$ cat config.mk
export PLATFORM = sky130hd
export DESIGN_NAME = cpu_sequencer
export DESIGN_NICKNAME = d
export VERILOG_FILES = /design/src/rtl/cpuf_pkg.sv /design/src/rtl/cpu_wait_timer.sv /design/src/rtl/cpu_sequencer.sv
export SDC_FILE = /design/constraint.sdc
export NUM_CORES = 1
export LEC_CHECK = 0
export BUFFER_PORTS_ARGS = -buffer_cell sky130_fd_sc_hd__buf_2
export CAP_MARGIN = 5
export CORE_MARGIN = 10
export CORE_UTILIZATION = 45
export CTS_CLUSTER_DIAMETER = 200
export CTS_CLUSTER_SIZE = 10
export DETAILED_ROUTE_END_ITERATION = 6
export MAX_ROUTING_LAYER = met4
export PLACE_DENSITY_LB_ADDON = 0.25
export REMOVE_ABC_BUFFERS = 1
export SLEW_MARGIN = 10
export SYNTH_ARGS = -nofsm -noshare
export SYNTH_HDL_FRONTEND = slang
export SYNTH_SLANG_ARGS = --single-unit
$ cat constraint.sdc
create_clock -name clk -period 4.45 [get_ports clk]
set_clock_uncertainty 0.1 [all_clocks]
set_input_delay 0.2225 -clock clk [delete_from_list [all_inputs] [get_ports clk]]
set_output_delay 0.2225 -clock clk [all_outputs]
set_load 0.01 [all_outputs]
$ cat src/rtl/cpuf_pkg.sv
// ---------------------------------------------------------------------------
// cpuf_pkg : opcodes, sequencer state encoding and control-word layout
// Rev 1.0
// ---------------------------------------------------------------------------
`default_nettype none

package cpuf_pkg;

  localparam logic [3:0] OP_LDA = 4'b1000;
  localparam logic [3:0] OP_LDB = 4'b0100;
  localparam logic [3:0] OP_ADD = 4'b0010;
  localparam logic [3:0] OP_SUB = 4'b0001;
  localparam logic [3:0] OP_JMP = 4'b1001;
  localparam logic [3:0] OP_HLT = 4'b1111;
  localparam logic [3:0] OP_MUL = 4'b1100;
  localparam logic [3:0] OP_DIV = 4'b1010;

  typedef enum logic [3:0] {
    ST_IDLE   = 4'd0,
    ST_F_PC   = 4'd1,
    ST_F_MAR  = 4'd2,
    ST_F_WAIT = 4'd3,
    ST_F_IR   = 4'd4,
    ST_DECODE = 4'd5,
    ST_X_WAIT = 4'd6,
    ST_X_LD   = 4'd7,
    ST_X_ALU  = 4'd8,
    ST_X_JMP  = 4'd9,
    ST_RETIRE = 4'd10,
    ST_HALT   = 4'd11
  } state_e;

  typedef struct packed {
    logic pc_a;
    logic pc_ld;
    logic mar_a;
    logic ir_a;
    logic out_a;
    logic out_b;
    logic ad;
    logic sb;
  } ctrl_t;

  // Strobe set for a state; X_LD and X_ALU need the variant latched in DECODE.
  function automatic ctrl_t state_ctrl(state_e s, logic ld_b, logic alu_sub);
    ctrl_t c;
    c = '0;
    case (s)
      ST_F_PC:  c.pc_a  = 1'b1;
      ST_F_MAR: c.mar_a = 1'b1;
      ST_F_IR:  c.ir_a  = 1'b1;
      ST_X_JMP: c.pc_ld = 1'b1;
      ST_X_LD: begin
        c.out_a = ~ld_b;
        c.out_b = ld_b;
      end
      ST_X_ALU: begin
        c.ad = ~alu_sub;
        c.sb = alu_sub;
      end
      default: c = '0;
    endcase
    return c;
  endfunction

endpackage

`default_nettype wire

$ cat src/rtl/cpu_wait_timer.sv
// ---------------------------------------------------------------------------
// cpu_wait_timer : RAM latency down-counter, done while on its last wait cycle
// Rev 1.0
// ---------------------------------------------------------------------------
`default_nettype none

module cpu_wait_timer #(
  parameter int RAM_LAT = 2
) (
  input  logic clk,
  input  logic reset,
  input  logic load,
  output logic done
);

  generate
    if (RAM_LAT == 0) begin : g_no_wait
      logic unused_inputs;
      assign unused_inputs = &{1'b0, clk, reset, load};
      assign done = 1'b1;
    end else begin : g_wait
      localparam int W = $clog2(RAM_LAT + 1);
      logic [W-1:0] cnt_q, cnt_d;

      always_comb begin
        cnt_d = cnt_q;
        if (load) begin
          cnt_d = W'(RAM_LAT);
        end else if (cnt_q != '0) begin
          cnt_d = cnt_q - W'(1);
        end
      end

      always_ff @(posedge clk or negedge reset) begin
        if (!reset) begin
          cnt_q <= '0;
        end else begin
          cnt_q <= cnt_d;
        end
      end

      assign done = (cnt_q == W'(1));
    end
  endgenerate

endmodule

`default_nettype wire

$ cat src/rtl/cpu_sequencer.sv
// ---------------------------------------------------------------------------
// cpu_sequencer : fetch/decode/execute microsequencer with registered strobes
// Rev 1.0
// ---------------------------------------------------------------------------
`default_nettype none

module cpu_sequencer
  import cpuf_pkg::*;
#(
  parameter int RAM_LAT = 2,
  parameter int CNT_W   = 8
) (
  input  logic             clk,
  input  logic             reset,
  input  logic             run,
  input  logic             step,
  input  logic [3:0]       ir_op,
  input  logic [3:0]       ir_addr,
  output logic             pc_a,
  output logic             pc_ld,
  output logic [3:0]       pc_ld_val,
  output logic             mar_a,
  output logic             ir_a,
  output logic             out_a,
  output logic             out_b,
  output logic             ad,
  output logic             sb,
  output logic             busy,
  output logic             halted,
  output logic             illegal,
  output logic [CNT_W-1:0] instr_cnt
);

  localparam bit NO_WAIT = (RAM_LAT == 0);

  state_e           state_q, state_d;
  ctrl_t            ctrl_q, ctrl_d;
  logic             ld_b_q, ld_b_d;
  logic             alu_sub_q, alu_sub_d;
  logic [3:0]       pc_ld_val_q, pc_ld_val_d;
  logic             busy_q, busy_d;
  logic             halted_q, halted_d;
  logic             illegal_q, illegal_d;
  logic [CNT_W-1:0] cnt_q, cnt_d;
  logic             wait_load, wait_done;

  cpu_wait_timer #(.RAM_LAT(RAM_LAT)) u_wait_timer (
    .clk   (clk),
    .reset (reset),
    .load  (wait_load),
    .done  (wait_done)
  );

  always_comb begin
    state_d   = state_q;
    ld_b_d    = ld_b_q;
    alu_sub_d = alu_sub_q;
    illegal_d = illegal_q;
    cnt_d     = cnt_q;
    case (state_q)
      ST_IDLE:   if (run || step) state_d = ST_F_PC;
      ST_F_PC:   state_d = ST_F_MAR;
      ST_F_MAR:  state_d = NO_WAIT ? ST_F_IR : ST_F_WAIT;
      ST_F_WAIT: if (wait_done) state_d = ST_F_IR;
      ST_F_IR:   state_d = ST_DECODE;
      ST_DECODE: begin
        case (ir_op)
          OP_LDA, OP_LDB: begin
            ld_b_d  = (ir_op == OP_LDB);
            state_d = NO_WAIT ? ST_X_LD : ST_X_WAIT;
          end
          OP_ADD, OP_SUB: begin
            alu_sub_d = (ir_op == OP_SUB);
            state_d   = ST_X_ALU;
          end
          OP_JMP:  state_d = ST_X_JMP;
          OP_HLT:  state_d = ST_HALT;
          default: begin
            illegal_d = 1'b1;
            state_d   = ST_RETIRE;
          end
        endcase
      end
      ST_X_WAIT: if (wait_done) state_d = ST_X_LD;
      ST_X_LD, ST_X_ALU, ST_X_JMP: state_d = ST_RETIRE;
      ST_RETIRE: state_d = run ? ST_F_PC : ST_IDLE;
      ST_HALT:   state_d = ST_HALT;
      default:   state_d = ST_IDLE;
    endcase

    // Outputs are computed from the next state so they are valid while in it.
    if (state_d == ST_RETIRE) cnt_d = cnt_q + CNT_W'(1);
    ctrl_d      = state_ctrl(state_d, ld_b_d, alu_sub_d);
    pc_ld_val_d = (state_d == ST_X_JMP) ? ir_addr : 4'd0;
    busy_d      = !(state_d inside {ST_IDLE, ST_HALT});
    halted_d    = halted_q || (state_d == ST_HALT);
  end

  assign wait_load = ((state_d == ST_F_WAIT) && (state_q != ST_F_WAIT)) ||
                     ((state_d == ST_X_WAIT) && (state_q != ST_X_WAIT));

  always_ff @(posedge clk or negedge reset) begin
    if (!reset) begin
      state_q     <= ST_IDLE;
      ctrl_q      <= '0;
      ld_b_q      <= 1'b0;
      alu_sub_q   <= 1'b0;
      pc_ld_val_q <= 4'd0;
      busy_q      <= 1'b0;
      halted_q    <= 1'b0;
      illegal_q   <= 1'b0;
      cnt_q       <= '0;
    end else begin
      state_q     <= state_d;
      ctrl_q      <= ctrl_d;
      ld_b_q      <= ld_b_d;
      alu_sub_q   <= alu_sub_d;
      pc_ld_val_q <= pc_ld_val_d;
      busy_q      <= busy_d;
      halted_q    <= halted_d;
      illegal_q   <= illegal_d;
      cnt_q       <= cnt_d;
    end
  end

  assign pc_a      = ctrl_q.pc_a;
  assign pc_ld     = ctrl_q.pc_ld;
  assign mar_a     = ctrl_q.mar_a;
  assign ir_a      = ctrl_q.ir_a;
  assign out_a     = ctrl_q.out_a;
  assign out_b     = ctrl_q.out_b;
  assign ad        = ctrl_q.ad;
  assign sb        = ctrl_q.sb;
  assign pc_ld_val = pc_ld_val_q;
  assign busy      = busy_q;
  assign halted    = halted_q;
  assign illegal   = illegal_q;
  assign instr_cnt = cnt_q;

endmodule

`default_nettype wire
**After elaboration in Yosys (flattened, before gate mapping)**

Index checks and enable logic that the tools add are counted.

- Bitwise logic cells: 3
- Divide/modulo/power cells: 0
- Add/sub/neg operators: 2
- Multiply operators: 0
- Reduce and logical (&&, ||, !) cells: 16
- Mux-type cells: 19
- Equal/unequal tests: 30
- Order comparisons: 0
- Shift-type cells: 0

Operator list:

| cell | count |
|---|---|
| $eq 4x4->1 const B | 11 |
| $pmux 4 s10 | 1 |
| $eq 4x3->1 const B | 8 |
| $eq 4x2->1 const B | 5 |
| $mux 4 | 4 |
| $pmux 4 s4 | 1 |
| $eq 4x1->1 const B | 3 |
| $mux 1 | 9 |
| $add 8x1->8 const B | 1 |
| $logic_not 4->1 | 2 |
| $mux 2 | 4 |
| $reduce_bool 2->1 | 3 |
| $reduce_or 6->1 | 1 |
| $ne 4x2->1 const B | 1 |
| $ne 4x3->1 const B | 1 |
| $reduce_or 2->1 | 2 |
| $logic_or 1x1->1 | 3 |
| $not 1->1 | 3 |
| $reduce_or 3->1 | 1 |
| $eq 2x1->1 const B | 1 |
| $logic_and 1x1->1 | 2 |
| $reduce_and 2->1 | 1 |
| $sub 2x1->2 const B | 1 |
| $logic_not 1->1 | 1 |

- Output and inout port bits: 23
- Memories kept: 0
- Input bits: 12
- Bits in read-only memories: 0
- Register bits after elaboration: 31
- RAM bits: 0
- Logic and storage cells: 87
- Latch bits: 0

**Depth between registers and ports, before layout**

- Word-level depth: 8
- Gate-level depth with buffers: 9
- Gate-level depth less buffers: 8

**By module**

A second synthesis with hierarchy kept.

- Cell total of the unflattened synthesis: 134
- Area, all modules: 1,472.7 um^2

By module, submodules not included:

| module | cells an instance | sequential area each (um^2) | times used | area an instance (um^2) |
|---|---|---|---|---|
| cpu_sequencer | 123 | 700.7 | 1 | 1,357.6 |
| cpu_wait_timer | 11 | 50.0 | 1 | 115.1 |

**Worst setup path after synthesis**

Ideal clock, no wire load.

- Path kind: register -> register
- Start: register state_q[3]
- End: register cnt_q[1], in the netlist instr_cnt[1]
- Data required time: 4.225 ns
- Path buffers: 2
- Arrival: 1.913 ns
- Path slack: 2.313 ns
- Setup time: 0.125 ns
- Cell stages (with the launch flop): 7
- Clock period less this slack: 2.137 ns
- Cells stage by stage: dfrtp_1 > buf_4 > o311a_1 > a2111o_1 > and4bb_1 > buf_4 > mux2_2

- Longest elaborated chain between the ends: 4
- Elaborated cells on any way between the ends: 18
- Those cells by class: 12 x eq/ne; 4 x mux; 2 x reduce/logical

RTL lines:

| item | RTL line | source |
|---|---|---|
| start: declaration | cpu_sequencer.sv:36 | `state_e state_q, state_d;` |
| start signal: assignment | cpu_sequencer.sv:114 | `state_q <= state_d;` |
| $eq 4x3->1 or $eq 4x4->1 (tied branches) | cpu_sequencer.sv:60 | `case (state_q)` |
| $reduce_or 3->1 | cpu_sequencer.sv:60 |  |
| $pmux 4 s10 * | cpu_sequencer.sv:60 |  |
| $eq 4x4->1 * | cpu_sequencer.sv:92 | `if (state_d == ST_RETIRE) cnt_d = cnt_q + CNT_W'(1);` |
| end signal: assignment | cpu_sequencer.sv:122 | `cnt_q <= cnt_d;` |
| end: declaration | cpu_sequencer.sv:44 | `logic [CNT_W-1:0] cnt_q, cnt_d;` |

Mark *: on every way between the ends. The rest lies on a longest branch, timed or not.
A chain may end at the register's enable or synchronous reset.

**Worst setup path in the final report**

- Start: register u_wait_timer.g_wait.cnt_q[0]
- End: register cnt_q[1], in the netlist instr_cnt[1]

- Longest elaborated chain between the ends: 4
- Elaborated cells on any way between the ends: 5
- Those cells by class: 2 x eq/ne; 3 x mux

RTL lines:

| item | RTL line | source |
|---|---|---|
| start: declaration | cpu_wait_timer.sv:23 | `logic [W-1:0] cnt_q, cnt_d;` |
| start signal: assignment | cpu_wait_timer.sv:38 | `cnt_q <= cnt_d;` |
| $eq 2x1->1 * | cpu_wait_timer.sv:42 | `assign done = (cnt_q == W'(1));` |
| $mux 4 (on tied branches) | cpu_sequencer.sv:84, cpu_sequencer.sv:64 |  |
| $pmux 4 s10 * | cpu_sequencer.sv:60 |  |
| $eq 4x4->1 * | cpu_sequencer.sv:92 |  |

Marked as above.

==> results.cfg <==
[sta]
post-route-period-util = 0.510
setup_viol = 0
tightest_slew_ps = 638
rsz0062_at_grt = no
max_slew_margin = 0.575
period_minus_slack_ps = 2270
finalSetupTns_ps = 0
drv_slew = 0
timing.fmax_mhz = 441
final_hold_viol_count = 0

[floorplan]
initial_utilization = 0.484
rows = 20
die_w_um = 78.0
io_pins = 35
die_y_um = 78.0
die-area_um2 = 6080
core_um2 = 3130

[power_and_ir_drop]
p_per_area_nw_per_um2 = 544
power.total_mw = 0.946
ir_drop_mv = 0.257
leakagePower_nw = 0.834

[global_routing]
grt.overflow.total = 0
grt_max_degree = 31
antenna_found_initial = 0
grt_pass1_vias = 1099
grt.total_usage = 0.108
grt_pass1_wl_um = 5220

[place]
dp.cells = 205
port_buffers = 34
dpl.hpwl_um = 2320
place.gp.congestion = 0.855

[drt]
met2_length_um = 1260
wl_per_cell_um = 14.0
drt_iter0_drc = 48
drt-pass1-iter-count = 4
via_per_inst = 5.06
top_layer_used = met4
ant_nets = 0
routed_wl_um = 3030
remaining_drc_errors = 0
wl_met1_um = 1460
route.vias.total = 1094
wl_met3_um = 256

[logic_synthesis]
synth_fa_ha_area_frac = 0.0248
synth.distinct_cells = 44
synthCells = 135
synth-seq-area-share = 0.496
synth_flop_cell = dfrtp_1
synth_top_family_by_area = simple AND/OR/NAND/NOR gates
synth_seq_cells = 30
syn_avg_cell_area_um2 = 11.2
synth_compound_area_frac = 0.101
yosys.area_share.xor_xnor = 0.0579
synth_enable_flop_cells = 0
ys_warn_count = 0
synthSimpleGateAreaFrac = 0.242
synth_most_common_cell = dfrtp_1
async_flop_share = 1.00
synth_area_um2 = 1510
synth_top_area_share = 0.496
synth.largest_area_cell = dfrtp_1
synthTopCellsByCount = dfrtp_1 (30), nor2_1 (10), nand2_1 (8)
synthTopCellsByArea = dfrtp_1 (50%), clkbuf_8 (3.6%), xnor2_1 (2.9%)
muxShareOfSynthArea = 0.00744

[finish]
antenna_cells = 0
final_util = 0.556
syn_to_final_growth_pct = 15.0
drive_gt1_frac = 0.302
layout.nets = 186
fill_cells = 278
fin_cells = 216

[worst_setup_path]
crit_buf_inv = 0
criticalPathCategory = reg -> reg
required_ps = 4570
crit_path_top_delay_cell = dfrtp_1
path_delay_family = simple AND/OR/NAND/NOR gates
cp-end-kind = register
critPathMaxStageDelay_ps = 420
path_cells = ha_1 -> nand3_1 -> nor3_1 -> a2111o_1 -> and4bb_1 -> mux2_2
cp_max_fo = 6
cp-start-kind = register
cp.arrival_ps = 2380

[clocking]
clock_sinks = 30
clk_latency_ps = 330
cts-root-buf = clkbuf_4
cts_tree = done
clkTransAtPathRegs_ps = 90
htreeDepth = 2
cts_max_path_buffers = 2
cts_made_buffers = 5

[hold_path]
hold_path.class = in -> reg

[outcome]
outcome = finished clean

[job]
maxCapViolCount = 0
-- layer usage --
| metal | up-vias | global-route usage |
|---|---|---|
| met5 | - | - |
| met4 | 0 | 0.0394 |
| met3 | 7 | 0.0541 |
| met2 | 35 | 0.147 |
| met1 | 508 | 0.134 |
| li1 | 544 | - |
-- kinds of logic after synthesis --
kind of cell / after synthesis
AND/OR/NAND/NOR: 59
flip-flops: 30
multiplexers: 1
adder cells (fa/ha/maj): 3
AO/OA/AOI/OAI: 19
buffers and inverters: 13
XOR/XNOR: 10
-- power by group --
| part | switching [mW] | internal, mW |
|---|---|---|
| logic | 0.189 | 0.170 |
| clock network | 0.0909 | 0.0765 |
| registers | 0.0803 | 0.339 |
| total | 0.361 | 0.585 |
-- area by class of cell --
type / count / area, um2 / share of cell area
clock buffers: 7 / 55.1 / 0.0317
clock inverters: 1 / 5.00 / 0.00288
inverters: 5 / 18.8 / 0.0108
multi-input cells: 92 / 654 / 0.376
flip-flops and latches: 30 / 751 / 0.432
well taps: 44 / 55.1 / 0.0317
repair buffers: 37 / 200 / 0.115
-- repair_timing --
action,in CTS,in global routing
hold buffers,3,0
endpoints found under the setup margin,0,0
resized for setup,0,0
endpoints found under the hold margin,32,0
setup buffers,0,0
-- cells in the final DEF (no fill, tap or decap), types with 2 or more instances in the layout --
cell	Yosys	layout
nand4_1	2	2
buf_2	0	34
and2_1	5	5
nor2b_1	3	3
and3_1	2	2
nor3b_1	2	2
dfrtp_1	30	30
a21oi_1	4	4
clkbuf_4	0	5
nor2_1	10	10
xor2_1	5	5
dlygate4sd3_1	0	3
o21ai_0	3	3
xnor2_1	5	5
nor3_1	4	4
or2_2	3	3
inv_1	5	5
nand3_1	6	6
nand2_1	8	8
ha_1	3	3
and4_1	2	2
nand2b_1	3	3
-- worst register-to-register path, delay by kind of cell (launching register included) --
kind,cells,cell delay [ps]
AO/OA/AOI/OAI,1,420
adder cells (fa/ha/maj),1,280
flip-flops,1,420
multiplexers,1,360
AND/OR/NAND/NOR,3,580
-- final timing paths --
check | from | endpoint | slack, ps | cells past startpoint
max in group asynchronous | reset | pc_ld_val[0] | 3480 | 2
min in group asynchronous | reset | out_b | 340 | 2
hold reg to reg | instr_cnt[7] | instr_cnt[7] | 370 | 1
setup reg to reg | u_wait_timer.g_wait.cnt_q[0] | instr_cnt[1] | 2180 | 6
setup / recovery | u_wait_timer.g_wait.cnt_q[0] | instr_cnt[1] | 2180 | 6
hold / removal | ir_addr[1] | pc_ld_val[1] | 6 | 2
-- stage by stage --
| step | hold WS [ps] | instance area [um2] | setup WS, ps |
|---|---|---|---|
| after floorplan | -173 | 1420 | 2350 |
| after global placement | 176 | 1650 | 2250 |
| after detailed placement | 184 | 1650 | 2190 |
| after CTS | 3.57 | 1740 | 2180 |
| after global routing | 6.43 | 1740 | 2070 |
| final | 5.82 | 1740 | 2180 |
-- registers in the layout, indices dropped and copies added (netlist names) --
name and flops:
instr_cnt 8, ir_a 1, state_q 4, ld_b_q 1, pc_a 1, pc_ld 1
sb 1, out_b 1, out_a 1, pc_ld_val 4, busy 1, u_wait_timer.g_wait.cnt_q 2
ad 1, illegal 1, halted 1, mar_a 1
No activity file was read; power rests on OpenSTA's default activity.
